## src/rtl/cnt60_ctrl_pkg.sv

```systemverilog
// Shared definitions for the CNT60 run/stop/alarm controller: state encoding,
// button priority order and the priority-pick helper.
package cnt60_ctrl_pkg;

  localparam int STATE_W = 3;

  typedef enum logic [STATE_W-1:0] {
    ST_IDLE  = 3'd0,
    ST_RUN   = 3'd1,
    ST_PAUSE = 3'd2,
    ST_ALARM = 3'd3
  } state_e;

  // Bit positions in the press vector; a lower index wins on a same-cycle tie.
  localparam int NUM_BTN  = 4;
  localparam int IDX_CLR  = 0;
  localparam int IDX_SS   = 1;
  localparam int IDX_MODE = 2;
  localparam int IDX_INC  = 3;

  function automatic logic [NUM_BTN-1:0] prio_pick(input logic [NUM_BTN-1:0] p);
    return p & (~p + NUM_BTN'(1));
  endfunction

endpackage

```

## src/rtl/btn_debounce.sv

```systemverilog
// Single-button conditioner: 2-FF synchronizer, stability counter and a
// one-cycle registered pulse on each debounced press (0->1) edge.
module btn_debounce #(
  parameter int DEB_MAX = 1_000_000
) (
  input  logic CLK,
  input  logic RESET,
  input  logic BTN,
  output logic PRESS
);

  localparam int CW = (DEB_MAX > 1) ? $clog2(DEB_MAX) : 1;

  logic          sync1;
  logic          sync2;
  logic          level;
  logic          level_d;
  logic [CW-1:0] stable_cnt;

  // The level only moves after DEB_MAX consecutive disagreeing samples.
  always_ff @(posedge CLK or negedge RESET) begin
    if (!RESET) begin
      sync1      <= 1'b0;
      sync2      <= 1'b0;
      level      <= 1'b0;
      level_d    <= 1'b0;
      stable_cnt <= '0;
      PRESS      <= 1'b0;
    end else begin
      sync1   <= BTN;
      sync2   <= sync1;
      level_d <= level;
      PRESS   <= level & ~level_d;
      if (sync2 == level) begin
        stable_cnt <= '0;
      end else if (stable_cnt == CW'(DEB_MAX - 1)) begin
        level      <= sync2;
        stable_cnt <= '0;
      end else begin
        stable_cnt <= stable_cnt + 1'b1;
      end
    end
  end

endmodule

```

## src/rtl/cnt60_timer_ctrl.sv

```systemverilog
// Run/stop/alarm sequencer for the CNT60 seconds counter: button conditioning,
// 1-second prescaler, alarm timeout and registered counter control outputs.
module cnt60_timer_ctrl
  import cnt60_ctrl_pkg::*;
#(
  parameter int SEC1_MAX  = 100_000_000,
  parameter int DEB_MAX   = 1_000_000,
  parameter int ALARM_SEC = 5
) (
  input  logic               CLK,
  input  logic               RESET,
  input  logic               BTN_SS,
  input  logic               BTN_CLR,
  input  logic               BTN_MODE,
  input  logic               BTN_INC,
  input  logic               CNT_ZERO,
  output logic               CNT_EN,
  output logic               CNT_DEC,
  output logic               CNT_CLR,
  output logic               ALARM,
  output logic [STATE_W-1:0] STATE
);

  localparam int PW = (SEC1_MAX > 1) ? $clog2(SEC1_MAX) : 1;
  localparam int AW = $clog2(ALARM_SEC + 1);

  logic [NUM_BTN-1:0] press_raw;
  logic [NUM_BTN-1:0] press;
  logic               clr_p, ss_p, mode_p, inc_p;

  btn_debounce #(.DEB_MAX(DEB_MAX)) u_deb_clr  (.CLK(CLK), .RESET(RESET), .BTN(BTN_CLR),  .PRESS(press_raw[IDX_CLR]));
  btn_debounce #(.DEB_MAX(DEB_MAX)) u_deb_ss   (.CLK(CLK), .RESET(RESET), .BTN(BTN_SS),   .PRESS(press_raw[IDX_SS]));
  btn_debounce #(.DEB_MAX(DEB_MAX)) u_deb_mode (.CLK(CLK), .RESET(RESET), .BTN(BTN_MODE), .PRESS(press_raw[IDX_MODE]));
  btn_debounce #(.DEB_MAX(DEB_MAX)) u_deb_inc  (.CLK(CLK), .RESET(RESET), .BTN(BTN_INC),  .PRESS(press_raw[IDX_INC]));

  assign press  = prio_pick(press_raw);
  assign clr_p  = press[IDX_CLR];
  assign ss_p   = press[IDX_SS];
  assign mode_p = press[IDX_MODE];
  assign inc_p  = press[IDX_INC];

  state_e        state, state_nx;
  logic [PW-1:0] presc, presc_nx;
  logic [AW-1:0] asec, asec_nx;
  logic          dec_mode, dec_mode_nx;
  logic          en_nx, clr_nx, inc_fire;
  logic          presc_wrap;

  assign presc_wrap = (presc == PW'(SEC1_MAX - 1));
  assign STATE      = state;

  always_comb begin
    state_nx    = state;
    presc_nx    = presc;
    asec_nx     = asec;
    dec_mode_nx = dec_mode;
    en_nx       = 1'b0;
    clr_nx      = 1'b0;
    inc_fire    = 1'b0;
    unique case (state)
      ST_IDLE: begin
        if (clr_p) begin
          clr_nx = 1'b1;
        end else if (ss_p) begin
          // Starting a countdown that is already at 00 would alarm instantly.
          if (!(dec_mode && CNT_ZERO)) begin
            state_nx = ST_RUN;
            presc_nx = '0;
          end
        end else if (mode_p) begin
          dec_mode_nx = ~dec_mode;
        end else if (inc_p) begin
          en_nx    = 1'b1;
          inc_fire = 1'b1;
        end
      end
      ST_RUN: begin
        if (clr_p) begin
          clr_nx   = 1'b1;
          state_nx = ST_IDLE;
        end else if (ss_p) begin
          state_nx = ST_PAUSE;
        end else if (dec_mode && CNT_ZERO) begin
          state_nx = ST_ALARM;
          presc_nx = '0;
          asec_nx  = '0;
        end else begin
          presc_nx = presc_wrap ? '0 : presc + 1'b1;
          en_nx    = presc_wrap;
        end
      end
      ST_PAUSE: begin
        if (clr_p) begin
          clr_nx   = 1'b1;
          state_nx = ST_IDLE;
        end else if (ss_p) begin
          state_nx = ST_RUN;
        end
      end
      ST_ALARM: begin
        if (clr_p) begin
          clr_nx   = 1'b1;
          state_nx = ST_IDLE;
        end else if (ss_p) begin
          state_nx = ST_IDLE;
        end else begin
          presc_nx = presc_wrap ? '0 : presc + 1'b1;
          if (presc_wrap) begin
            if (asec == AW'(ALARM_SEC - 1)) state_nx = ST_IDLE;
            else                            asec_nx  = asec + 1'b1;
          end
        end
      end
      default: state_nx = ST_IDLE;
    endcase
  end

  always_ff @(posedge CLK or negedge RESET) begin
    if (!RESET) begin
      state    <= ST_IDLE;
      presc    <= '0;
      asec     <= '0;
      dec_mode <= 1'b0;
      CNT_EN   <= 1'b0;
      CNT_CLR  <= 1'b0;
      CNT_DEC  <= 1'b0;
      ALARM    <= 1'b0;
    end else begin
      state    <= state_nx;
      presc    <= presc_nx;
      asec     <= asec_nx;
      dec_mode <= dec_mode_nx;
      CNT_EN   <= en_nx;
      CNT_CLR  <= clr_nx;
      // A manual increment always steps up, whatever the selected direction.
      CNT_DEC  <= inc_fire ? 1'b0 : dec_mode_nx;
      ALARM    <= (state_nx == ST_ALARM);
    end
  end

endmodule

```

## config.mk

```make
export PLATFORM = sky130hd
export DESIGN_NAME = cnt60_timer_ctrl
export DESIGN_NICKNAME = d
export VERILOG_FILES = /design/src/rtl/cnt60_ctrl_pkg.sv /design/src/rtl/btn_debounce.sv /design/src/rtl/cnt60_timer_ctrl.sv
export SDC_FILE = /design/constraint.sdc
export NUM_CORES = 1
export LEC_CHECK = 0
export CAP_MARGIN = 20
export CORE_UTILIZATION = 55
export CTS_CLUSTER_SIZE = 12
export DETAILED_ROUTE_END_ITERATION = 10
export PLACE_DENSITY = 0.8
export SKIP_CTS_REPAIR_TIMING = 1
export SLEW_MARGIN = 20
export SYNTH_ARGS = -nofsm -noshare
export SYNTH_HDL_FRONTEND = slang
export SYNTH_SLANG_ARGS = --single-unit
```

## constraint.sdc

```tcl
create_clock -name CLK -period 3.16 [get_ports CLK]
set_input_delay 0.316 -clock CLK [delete_from_list [all_inputs] [get_ports CLK]]
set_output_delay 0.316 -clock CLK [all_outputs]
set_load 0.03 [all_outputs]
```

==> metrics.md <==
| Metric | Value |
|---|---|
| Status | finished with violations |
| Violated checks | design-rule violations, negative hold slack |
| CP endpoint kind | register |
| CTS tree | done |
| Post-Syn Area | 6620 um2 |
| Critical path arrival | 2720 ps |
| CP required | 3450 ps |
| Post-synth EDFFs | 0 |
| Tot GR Track Use | 22.2% |
| Final Hold Fails | 68 |
| Final Setup Violations | 0 |
| Post-DR wirelength/cell | 15.0 um |
| Post-Syn Area per Cell | 10.0 um2 |
| R2R setup slack | 730 ps |
| F_max | 411 MHz |
| Yosys cell types | 53 |
| First-pass GRT wire length | 22000 um |
| CTS root buffer | clkbuf_16 |
| Kind of critical path | reg -> reg |
| Clk slew on worst S/H paths | 60 ps |
| Layout area overhead | 12.8% |
| Biggest area consumer among synthesized cells | dfrtp_1 |
| Final Critical Period | 2430 ps |
| Largest net degree at the start of global routing | 88 |
| Worst-Margin Slew | 964 ps |
| Max-slew violations | 0 |
| Hold WS | -57.2 ps |
| Antenna-violating nets left | 0 |
| Most common cell after layout, fill and taps aside | dfrtp_1 |
| Vias per cell | 5.74 |
| Routability cong. | 0.904 |
| Clock H-tree levels | 4 |
| Sequential area share after synthesis | 52.2% |
| Clock Latency Late Sink | 420 ps |
| HP Class | in -> async |
| Chip width | 112 um |
| Final core occ | 64.6% |
| Post-synth top flop | dfrtp_1 |
| Post-synth net total | 675 |
| Setup TNS | 0 ps |
| CP startpoint kind | register |
| Leak | 3.29 nW |
| Worst vdd ir | 0.485 mV |
| Synth top area cells | dfrtp_1 52%, xor2_1 7.1%, nor2_1 6.3%, xnor2_1 4.6%, nand4_1 3.2% |
| Clock Skews | 8.93 ps |
| ANT cells | 0 |
| Fillers | 880 |
| Post-synth top area share | 52.2% |
| FP Rows | 39 |
| Area of the multi-input gates | 3040 um2 |
| Port Buffer Count | 13 |
| CP max stage delay | 580 ps |
| Cell count after synthesis | 661 |
| Vias | 4794 |
| Clock buffer depth | 2 |
| Post-DP HPWL | 8340 um |
| Antenna violations before repair | 0 |
| Worst r2r src | presc[0] |
| Final non-filler cell total | 835 |
| DIE AREA | 12500 um2 |
| Async set or reset register ratio after synthesis | 100% |
| Drt pass-1 iters | 8 |
| Pwr Density | 526 nW/um2 |
| CTS Buf Count | 17 |
| Rel. slew slack | 35.1% |
| Initial DRC Count | 376 |
| Die Ht | 112 um |
| Worst Path Max Fanout | 15 |
| Total of max-cap violations | 0 |
| Final WL | 12500 um |
| Vias in the first global route | 4872 |
| Crit-path cells | ha_1 > nand3_2 > or2_0 > or3_1 > a21oi_4 > nor3_1 |
| Clock sinks | 138 |
| Placed Cells | 803 |
| # DRC | 1 |
| Yosys reg bits | 138 |
| Period Utilization, post-route | 76.9% |
| Slowest cell on the critical path | or3_1 |
| Warnings, synthesis | 0 |
| CORE AREA | 11600 um2 |
| Commonest non-fill, non-tap cells in the layout | 138 x dfrtp_1, 111 x nor2_1, 55 x nand2_1, 54 x xor2_1, 37 x nand3_1 |
| Final nets | 693 |
| Seq. cell area | 3450 um2 |
| I/O pin count | 14 |
| Worst reg2reg path depth | 6 |
| Gr ovfl total | 0 |
| Starting density of the core | 57.3% |
| Layout cells sized above 1 | 7.66% |
| RSZ-0062 raised after global routing | no |
| Crit path launch | presc[0] |
## critical path, delay by kind of cell (launching register included)
| kind | cells | cell delay, ps |
|---|---|---|
| adders and majority gates | 1 | 230 |
| and+or+nand+nor | 4 | 1210 |
| AOI/OAI and AO/OA | 1 | 440 |
| DFF | 1 | 420 |
## stage by stage
step / setup slack [ps] / total power, mW / cell area (um2)
finish: 729 / 3.93 / 7470
detailed placement: 696 / 1.95 / 6870
global placement: 766 / 1.95 / 6870
global route: 584 / 4.05 / 7470
CTS: 749 / 3.95 / 7470
floorplan: 1130 / 1.89 / 6620
## worst paths after layout
check | to
worst max-delay path | presc[17]
worst min-delay path | presc[5]
worst max register to register | presc[17]
worst min register to register | u_deb_clr.sync2
max in group asynchronous | presc[18]
min in group CLK | u_deb_mode.sync1
## registers in the layout (all words and copies together) (netlist names), 3 cells and up
name / count
u_deb_clr.stable_cnt: 20
u_deb_inc.stable_cnt: 20
u_deb_mode.stable_cnt: 20
asec: 3
presc: 27
u_deb_ss.stable_cnt: 20
STATE: 3
## cell families after synthesis
group / Yosys count / share of synthesized area (%)
simple gates: 351 / 27.6
flops: 138 / 52.2
xor+xnor: 89 / 11.8
compound gates: 40 / 3.93
buf+inv: 28 / 2.02
fa+ha+maj: 7 / 1.32
mux: 7 / 1.17
other cells: 1 / 0.0566
## cells in the mapped netlist (7+ instances only)
| cell type | count |
|---|---|
| ha_1 | 7 |
| and3_1 | 19 |
| dfrtp_1 | 138 |
| nor2_1 | 111 |
| nor4_1 | 11 |
| and2_1 | 11 |
| o21ai_0 | 13 |
| and4_1 | 13 |
| nand3_1 | 37 |
| nand2_1 | 55 |
| buf_2 | 7 |
| or4_1 | 8 |
| nor3_1 | 16 |
| clkbuf_1 | 7 |
| nand4_1 | 34 |
| xnor2_1 | 35 |
| a21oi_1 | 9 |
| xor2_1 | 54 |
| inv_1 | 10 |
## layout make-up
class                           instances  share of cell area, %
Clock buffer                           18                   5.88
Clock inverter                         14                   2.16
Inverter                               10                  0.503
Multi-Input combinational cell        495                   40.7
Sequential cell                       138                   46.2
Tap cell                              143                   2.40
Timing Repair Buffer                   17                   2.16
## routing by layer
metal  part of all wire, %  GRT usage, %  wire length (um)
met1                    45          27.2              5600
met2                    50          36.9              6220
met3                   3.3          5.66               412
met4                   2.1          10.1               266
met5                     0             0                 0
## power breakdown
group | switching, mW | internal [mW] | total [mW]
clock network | 0.808 | 1.20 | 2.01
logic | 0.0713 | 0.0313 | 0.103
registers | 0.0241 | 1.79 | 1.81
No activity file was read; power rests on OpenSTA's default activity.
